$ cat config.mk
export PLATFORM = sky130hd
export DESIGN_NAME = melody_player
export DESIGN_NICKNAME = d
export VERILOG_FILES = /design/src/rtl/melody_pkg.sv /design/src/rtl/melody_player_rom.sv /design/src/rtl/melody_player.sv
export SDC_FILE = /design/constraint.sdc
export NUM_CORES = 1
export LEC_CHECK = 0
export ABC_AREA = 1
export CAP_MARGIN = 25
export CORE_UTILIZATION = 40
export DETAILED_ROUTE_END_ITERATION = 6
export PLACE_DENSITY = 0.69
export SLEW_MARGIN = 25
export SYNTH_ARGS = -nofsm -noshare
export SYNTH_HDL_FRONTEND = slang
export SYNTH_SLANG_ARGS = --single-unit
$ cat constraint.sdc
create_clock -name clk -period 3.9 [get_ports clk]
set_input_delay 0.78 -clock clk [delete_from_list [all_inputs] [get_ports clk]]
set_output_delay 0.78 -clock clk [all_outputs]
set_load 0.005 [all_outputs]
$ cat src/rtl/melody_pkg.sv
// Shared types, note frequencies and song tables for the melody sequencer.
// Tables are 16 deep; entries with dur_ms = 0 mark the end of a song.
package melody_pkg;

    typedef struct packed {
        logic [31:0] freq;
        logic [15:0] dur_ms;
    } note_t;

    typedef enum logic [1:0] {
        IDLE,
        LOAD,
        PLAY,
        GAP
    } state_t;

    localparam logic [31:0] REST = 32'd0;
    localparam logic [31:0] C4   = 32'd262;
    localparam logic [31:0] D4   = 32'd294;
    localparam logic [31:0] E4   = 32'd330;
    localparam logic [31:0] F4   = 32'd349;
    localparam logic [31:0] G4   = 32'd392;
    localparam logic [31:0] A4   = 32'd440;
    localparam logic [31:0] B4   = 32'd494;
    localparam logic [31:0] C5   = 32'd523;
    localparam logic [31:0] D5   = 32'd587;
    localparam logic [31:0] E5   = 32'd659;
    localparam logic [31:0] F5   = 32'd698;
    localparam logic [31:0] G5   = 32'd784;
    localparam logic [31:0] A5   = 32'd880;
    localparam logic [31:0] B5   = 32'd988;

    localparam int SONG_LEN = 16;

    localparam note_t SONG [SONG_LEN] = '{
        '{A4,   16'd4}, '{B4, 16'd2}, '{REST, 16'd2}, '{C5, 16'd1},
        '{REST, 16'd0}, '{REST, 16'd0}, '{REST, 16'd0}, '{REST, 16'd0},
        '{REST, 16'd0}, '{REST, 16'd0}, '{REST, 16'd0}, '{REST, 16'd0},
        '{REST, 16'd0}, '{REST, 16'd0}, '{REST, 16'd0}, '{REST, 16'd0}
    };

    // Every slot holds a real note, so playback only ends by running off the table.
    localparam note_t SCALE [SONG_LEN] = '{
        '{C4, 16'd1}, '{D4, 16'd1}, '{E4, 16'd1}, '{F4, 16'd1},
        '{G4, 16'd1}, '{A4, 16'd1}, '{B4, 16'd1}, '{C5, 16'd1},
        '{D5, 16'd1}, '{E5, 16'd1}, '{F5, 16'd1}, '{G5, 16'd1},
        '{A5, 16'd1}, '{B5, 16'd1}, '{REST, 16'd1}, '{C5, 16'd1}
    };

endpackage

$ cat src/rtl/melody_player_rom.sv
// Combinational song table read; indices past the stored table read as the end marker.
module note_rom
    import melody_pkg::*;
#(
    parameter int NUM_NOTES = 16,
    parameter int SONG_SEL  = 0
) (
    input  logic [$clog2(NUM_NOTES)-1:0] idx,
    output note_t                        entry
);

    always_comb begin
        entry = '0;
        if (int'(idx) < SONG_LEN) begin
            entry = (SONG_SEL == 1) ? SCALE[idx] : SONG[idx];
        end
    end

endmodule

$ cat src/rtl/melody_player.sv
// Song sequencer: walks the note table, times each note and articulation gap in ms,
// and drives freq/onOff of the tone generator with busy/done status.
module melody_player
    import melody_pkg::*;
#(
    parameter int FCLK      = 50000000,
    parameter int NUM_NOTES = 16,
    parameter int GAP_MS    = 20,
    parameter int SONG_SEL  = 0
) (
    input  logic                         clk,
    input  logic                         reset,
    input  logic                         start,
    input  logic                         stop,
    input  logic                         loop,
    output logic [31:0]                  freq,
    output logic                         onOff,
    output logic                         busy,
    output logic                         done,
    output logic [$clog2(NUM_NOTES)-1:0] note_idx
);

    localparam int IW  = $clog2(NUM_NOTES);
    localparam int CPM = FCLK / 1000;
    localparam logic [IW-1:0] LAST_IDX = IW'(NUM_NOTES - 1);

    state_t        state, state_n;
    note_t         entry;
    logic [31:0]   freq_n;
    logic          onOff_n;
    logic          done_n;
    logic [IW-1:0] idx_n;
    logic [15:0]   ms_left, ms_left_n;
    logic [15:0]   gap_left, gap_left_n;
    logic [31:0]   presc, presc_n;
    logic          tick;
    logic          advance;
    logic          end_song;

    note_rom #(
        .NUM_NOTES (NUM_NOTES),
        .SONG_SEL  (SONG_SEL)
    ) u_rom (
        .idx   (note_idx),
        .entry (entry)
    );

    assign tick = (presc == 32'(CPM - 1));
    assign busy = (state != IDLE);

    always_ff @(posedge clk) begin
        if (reset) begin
            state    <= IDLE;
            freq     <= '0;
            onOff    <= 1'b0;
            done     <= 1'b0;
            note_idx <= '0;
            ms_left  <= '0;
            gap_left <= '0;
            presc    <= '0;
        end else begin
            state    <= state_n;
            freq     <= freq_n;
            onOff    <= onOff_n;
            done     <= done_n;
            note_idx <= idx_n;
            ms_left  <= ms_left_n;
            gap_left <= gap_left_n;
            presc    <= presc_n;
        end
    end

    // Advance and end-of-song resolve in the same cycle as the last tick,
    // so a note costs (dur_ms + GAP_MS) * CPM cycles plus the one LOAD cycle.
    always_comb begin
        state_n    = state;
        freq_n     = freq;
        onOff_n    = onOff;
        done_n     = 1'b0;
        idx_n      = note_idx;
        ms_left_n  = ms_left;
        gap_left_n = gap_left;
        presc_n    = presc;
        advance    = 1'b0;
        end_song   = 1'b0;

        case (state)
            IDLE: begin
                freq_n  = '0;
                onOff_n = 1'b0;
                if (start && !stop) begin
                    state_n = LOAD;
                    idx_n   = '0;
                end
            end
            LOAD: begin
                if (entry.dur_ms == 16'd0) begin
                    end_song = 1'b1;
                end else begin
                    freq_n    = entry.freq;
                    onOff_n   = (entry.freq != 32'd0);
                    ms_left_n = entry.dur_ms;
                    presc_n   = '0;
                    state_n   = PLAY;
                end
            end
            PLAY: begin
                presc_n = tick ? 32'd0 : presc + 32'd1;
                if (tick) begin
                    ms_left_n = ms_left - 16'd1;
                    if (ms_left == 16'd1) begin
                        onOff_n = 1'b0;
                        if (GAP_MS == 0) begin
                            advance = 1'b1;
                        end else begin
                            state_n    = GAP;
                            gap_left_n = 16'(GAP_MS);
                            presc_n    = '0;
                        end
                    end
                end
            end
            GAP: begin
                presc_n = tick ? 32'd0 : presc + 32'd1;
                if (tick) begin
                    gap_left_n = gap_left - 16'd1;
                    if (gap_left == 16'd1) begin
                        advance = 1'b1;
                    end
                end
            end
            default: state_n = IDLE;
        endcase

        if (advance) begin
            if (note_idx == LAST_IDX) begin
                end_song = 1'b1;
            end else begin
                idx_n   = note_idx + 1'b1;
                state_n = LOAD;
            end
        end

        if (end_song) begin
            if (loop) begin
                idx_n   = '0;
                state_n = LOAD;
            end else begin
                state_n    = IDLE;
                freq_n     = '0;
                onOff_n    = 1'b0;
                done_n     = 1'b1;
                ms_left_n  = '0;
                gap_left_n = '0;
                presc_n    = '0;
            end
        end

        // Abort has priority over everything else, including a simultaneous end-of-song.
        if (stop && state != IDLE) begin
            state_n    = IDLE;
            freq_n     = '0;
            onOff_n    = 1'b0;
            done_n     = 1'b0;
            ms_left_n  = '0;
            gap_left_n = '0;
            presc_n    = '0;
        end
    end

endmodule

## Word-level counts from Yosys, hierarchy flattened

Memories as Yosys holds them, arrays and structs flattened.
Index checks and enable logic that the tools add are counted.

| word-level totals | value |
|---|---|
| bits in latches | 0 |
| memory bits (writable) | 0 |
| memories kept | 1 |
| input port bits | 5 |
| memory bits (read-only) | 768 |
| output and inout port bits | 39 |
| word-level logic and storage cells | 85 |
| register bits after elaboration | 104 |

Memories:

| name | depth | width | read ports | clocked after Yosys merged registers in | wr ports | RTL line | RTL |
|---|---|---|---|---|---|---|---|
| (no name shown) | 16 | 48 | 1 | 0 | 0 | melody_player_rom.sv:15 | `entry = (SONG_SEL == 1) ? SCALE[idx] : SONG[idx];` |

| cells by class | value |
|---|---|
| bitwise operators | 2 |
| $lt $le $gt $ge | 1 |
| multiplexer cells | 53 |
| multipliers | 0 |
| shifts and indexed selects | 0 |
| divide/modulo/power cells | 0 |
| add/sub/neg operators | 4 |
| equality and inequality tests | 7 |
| reductions and logical operators | 9 |

Operators with widths:

| cell | number |
|---|---|
| 2-to-1 mux 32 bit | 9 |
| 2-to-1 mux 16 bit | 9 |
| 2-to-1 mux 48 bit | 2 |
| one-hot mux 32 bit (3 select lines) | 1 |
| one-hot mux 16 bit (2 select lines) | 2 |
| one-hot mux 32 bit (2 select lines) | 1 |
| adder 32 x 1 -> 32 bit (second input constant) | 1 |
| equality test 16 x 1 -> 1 bit (second input constant) | 2 |
| equality test 32 x 16 -> 1 bit (second input constant) | 1 |
| nonzero test 32 bit | 1 |
| subtractor 16 x 1 -> 16 bit (second input constant) | 2 |
| 2-to-1 mux 4 bit | 6 |
| zero test 16 bit | 1 |
| 2-to-1 mux 1 bit | 14 |
| 2-to-1 mux 2 bit | 7 |
| one-hot mux 2 bit (3 select lines) | 1 |
| greater-or-equal comparator 5 bit (second input constant) | 1 |
| NOT 4 -> 5 bit | 1 |
| adder 4 x 1 -> 4 bit (second input constant) | 1 |
| equality test 2 bit (second input constant) | 2 |
| equality test 4 bit (second input constant) | 1 |
| one-hot mux 1 bit (3 select lines) | 1 |
| OR reduction 3 bit | 1 |
| equality test 2 x 1 -> 1 bit (second input constant) | 1 |
| 6 further kinds | 7 |

## Longest topological paths before layout

| logic depth | value |
|---|---|
| word-level depth | 11 |
| depth in mapped cells | 12 |
| mapped depth without buffers | 12 |

## By module

Synthesis repeated with hierarchy kept, for this count alone.

| unflattened totals | value |
|---|---|
| cells, all modules | 1,110 |
| area, all modules | 6,916.6 sq um |

Modules (own cells, without submodules):

| module | cells an instance | instances | area each (sq um) | sequential area each (sq um) |
|---|---|---|---|---|
| melody_player | 1,048 | 1 | 6,490.0 | 2,082.0 |
| note_rom | 62 | 1 | 426.7 | 0.0 |

## Worst setup path before layout

No wires, ideal clock.

| path | value |
|---|---|
| path type | reg-to-reg |
| start | register note_idx[0] |
| end | register gap_left[15] |
| cell stages (with the launch flop) | 12 |
| setup slack | 2.019 ns |
| clock period less this slack | 1.881 ns |
| library setup time | 0.121 ns |
| data required time | 3.779 ns |
| data arrival time | 1.759 ns |
| buffers on the path | 1 |
| cell sequence | dfxtp_1 inv_1 ha_1 nand2_1 nand3_4 inv_2 nand2_4 nand2_2 nand3_4 nand2_8 buf_8 a21oi_2 |

| on the way | value |
|---|---|
| longest elaborated chain between the ends | 10 |
| elaborated cells on any way between the ends | 11 |
| classes of those cells | eq/ne: 1; mux: 7; bitwise: 1; reduce/logical: 1; memory: 1 |

RTL lines:

| what | RTL line | RTL |
|---|---|---|
| start, declared | melody_player.sv:20 | `output logic [$clog2(NUM_NOTES)-1:0] note_idx` |
| start signal, assigned | melody_player.sv:66 | `note_idx <= idx_n;` |
| NOT 4 -> 5 bit (implied by the code) | melody_player_rom.sv:15 |  |
| memory (16 x 48 bit) | - |  |
| 2-to-1 mux 48 bit (implied by the code) (2 in series) | melody_player_rom.sv:15 |  |
| zero test 16 bit | melody_player.sv:97 | `if (entry.dur_ms == 16'd0) begin` |
| 2-to-1 mux 1 bit | melody_player.sv:97 |  |
| 2-to-1 mux 1 bit | melody_player.sv:87 | `case (state)` |
| 2-to-1 mux 1 bit | melody_player.sv:136 | `if (note_idx == LAST_IDX) begin` |
| 2-to-1 mux 1 bit (*) | melody_player.sv:135 | `if (advance) begin` |
| 2-to-1 mux 16 bit (*) | melody_player.sv:144 | `if (end_song) begin` |
| end signal, assigned | melody_player.sv:68 | `gap_left <= gap_left_n;` |
| end, declared | melody_player.sv:34 | `logic [15:0] gap_left, gap_left_n;` |

Every way passes the cells marked *; elsewhere a longest branch is shown, timed or not. The select of a mux whose other input is x is not followed.
A chain may end at the register's enable or synchronous reset.

## Worst setup path in the final report

| path | value |
|---|---|
| start | register state[0] |
| end | output port busy |

| on the way | value |
|---|---|
| longest elaborated chain between the ends | 1 |

RTL lines:

| what | RTL line | RTL |
|---|---|---|
| start, declared | melody_player.sv:27 | `state_t state, state_n;` |
| start signal, assigned | melody_player.sv:62 | `state <= state_n;` |
| nonzero test 2 bit | melody_player.sv:49 | `assign busy = (state != IDLE);` |
| end, declared | melody_player.sv:18 | `output logic busy,` |

Every way passes these cells.

==> impl_results.md <==
* Outcome: finished clean
* Avg Vias per Cell at 4.94
* Total vias in the final route at 6588
* Routed len/inst at 12.4 um
* Setup TNS Final at 0 ps
* Netlist cell types at 37
* Cell type with the highest aggregate area in the netlist: dfxtp_1
* # setup viols final at 0
* Endpoint kind of the worst setup timing path: primary output
* Cell row count at 47
* Crit path max-delay family: buffers and inverters
* Number of warnings printed during yosys synthesis at 0
* Max-cap check violation count at 0
* Startpoint of the tightest hold check path: freq[19]$_SDFF_PP0_
* X dimension of the die at 132 um
* Placeable core area at 16500 um^2
* Setup CP Type: reg2out
* Clock insertion delay at the later pin of the skew report at 360 ps
* TritonCTS clock tree: built
* Number of nets in the synthesized netlist at 1099
* Fraction of the cycle the final worst path needs at 70.9%
* Share of synthesized registers carrying an async set or reset at 0%
* Power density cells at 481 nW/um^2
* Layout Utilization at 45.7%
* Worst flop-to-flop path startpoint: state[0]$_SDFF_PP0_
* Worst slew pin tran at 717 ps
* Die ar. at 17400 um^2
* Synthesis-stage register bit count at 104
* Reg clk slew, reported paths at 80 ps
* Total Routing Usage GR at 19.6%
* Routed Antenna Nets at 0
* Maximum net fanout on the critical path at 11
* Critical Path Slowest Stage Cell: clkdlybuf4s50_1
* DPL Wire Length at 11800 um
* Fraction of the yosys area taken by sequential cells at 30.9%
* CTS Hold Bufs at 0
* Number of instances in the synthesized netlist at 1080
* Post-synth design cell area at 6740 um^2
* I/O pin count at 44
* Initial Util at 40.8%
* Final setup skew at 9.35 ps
* Worst hold-check path type: reg2reg
* Most common cell in the synthesized netlist: nand2_1
* CTS Buffer Depth at 2
* Initial DRC Count at 329
* Clk sinks at 104
* RR Endpoint: presc[18]$_SDFF_PP0_
* Vertical die dimension at 132 um
* First-pass GRT wire length at 28300 um
* Required time of the worst setup path at 3120 ps
* Unrepaired setup endpoints after global routing: no
* Sum of routed wire length over all layers at 16500 um
* Number of global-route vias before repair at 6037
* Routability cong. at 0.894
* Area Overhead vs Synth at 12.1%
* Arrival time of data at the critical path endpoint at 1980 ps
* Pre-antenna DRT Iters at 5
* Maximum number of pins on one net before global-route repair at 91
* Area share of the leading cell type in the synthesized netlist at 30.9%
* Final number of hold-violating endpoints at 0
* Port Buffers at 43
* R2R Setup Slk at 1260 ps
* Leakage Power at 0.00320 uW
* EDFF count, synth at 0
* Post-CTS Repair Setup Buffers at 0
* Fmax at 362 MHz
* Drt drc at 0
* Share of layout cells above drive strength 1 at 8.08%
* CTS resizes at 0
* Area contributors post-synth: dfxtp_1 31%, nand2_1 18%, nor2_1 12%
* Clock tree root buffer cell: clkbuf_16
* Kind of start point of the critical path: register
* Initial antenna violation count at 0
* Number of CTS-inserted buffers at 9
* Depth of the most critical reg-to-reg path at 8
* CTS H-Tree Depth at 3
* Min-Delay Endpoint: freq[19]$_SDFF_PP0_
* Post-synthesis average cell area at 6.24 um^2
* Worst hold stages at 2
* Peak supply drop at 0.398 mV
* Max Transition Viols Final at 0
* Number of inserted filler cells in the final layout at 1715
* Number of nets at the end of the flow at 1128
* Relative slew margins at 52.2%
* Total overflow reported by the global router at 0
* Diode insertion count for antenna repair at 0
* Top flip-flop cell by instance count after synthesis: dfxtp_1
* Post-layout minimum cycle time at 2760 ps
* Bufs and invs on worst path at 3
* Largest stage delay, worst path at 580 ps
* Commonest cells in the netlist: 330 x nand2_1, 217 x nor2_1, 104 x dfxtp_1
* Cell breakdown of the critical path: inv_1, ha_1, inv_2, clkdlybuf4s50_1
area by class of cell:
cell class / instances / area [um^2] / area share (%)
timing repair buffer: 46 / 457 / 6.05
multi-input combinational: 840 / 4040 / 53.5
sequential: 104 / 2080 / 27.6
clock inverter: 7 / 67.6 / 0.895
inverter: 108 / 405 / 5.37
clock buffer: 9 / 225 / 2.98
tap: 220 / 275 / 3.65
worst register-to-register path, cell delays in order (launching register included):
cell	delay (ps)
dfxtp_1	380
inv_1	90
ha_1	450
nor2_1	620
inv_1	290
nand3_4	230
inv_2	180
a21boi_0	210
nor2_1	60
power by group:
part	total [uW]	switching, uW	internal (uW)
Clock	921	466	455
Combinational	1520	1050	470
Sequential	1200	69.9	1130
Total	3640	1580	2050
worst max-delay path by stage:
stage / startpoint / end / cells past startpoint
5_1_grt: state[0]$_SDFF_PP0_ / gap_left[0]$_SDFF_PP0_ / 7
3_3_place_gp: state[0]$_SDFF_PP0_ / presc[18]$_SDFF_PP0_ / 8
2_1_floorplan: note_idx[0]$_SDFF_PP0_ / gap_left[15]$_SDFF_PP0_ / 11
3_5_place_dp: state[0]$_SDFF_PP0_ / presc[18]$_SDFF_PP0_ / 8
4_1_cts: state[0]$_SDFF_PP0_ / busy / 4
6_report: state[0]$_SDFF_PP0_ / busy / 4
kinds of logic after synthesis:
group                      synth area share [%]
AOI/OAI and AO/OA                          10.4
xor gates and xnor gates                   2.73
adders and majority gates                  2.60
buffers and inverters                      9.12
DFF                                        30.9
and+or+nand+nor                            44.2
state kept, by name, indices dropped and copies added, names as in the netlist:
register	flops
state	2
ms_left	16
gap_left	16
note_idx	4
freq	32
presc	32
onOff	1
done	1
metal layers:
layer / GRT usage, % / wire, um / vias to the layer above
li1: - / - / 3474
met1: 25.5 / 7850 / 2967
met2: 33.1 / 7660 / 130
met3: 3.04 / 726 / 17
met4: 6.20 / 240 / 0
met5: 0 / 0 / -
layout by cell type, fill, tap and decap left out:
cell type          n
inv_8              3
nand3b_1           2
nand3_1           98
o21a_1             1
nand2_8            1
o211ai_1           9
a21oi_4            1
nor2_4             4
nor2_1           217
nand2_2            6
nand3_4            3
buf_6              1
o21ai_0           15
a21boi_0           1
o22ai_1            1
a21oi_2           36
nand2_1          330
o21ai_1            2
buf_4              2
inv_6              3
a21o_1             2
inv_1            102
nand2_4            3
nor3_1            10
or2_2              4
clkinvlp_4         1
ha_1              14
a22oi_1            3
dfxtp_1          104
inv_2              6
xor2_1            18
a21oi_1           30
nor2_2             7
clkbuf_16          9
xnor2_1            3
o21bai_1           1
clkdlybuf4s50_1   43
nand4_1           18
through the flow:
stage	setup WS (ps)	hold slack (ps)	cell area, um^2	std cells	total power (uW)
2_1_floorplan	2020	440	6740	1080	2430
3_3_place_gp	1430	430	7250	1317	2710
3_5_place_dp	1300	435	7250	1317	2720
4_1_cts	1110	445	7540	1333	3640
5_1_grt	1010	465	7550	1334	3920
6_report	1140	442	7550	1334	3640
Power figures use the tool's default switching activity.
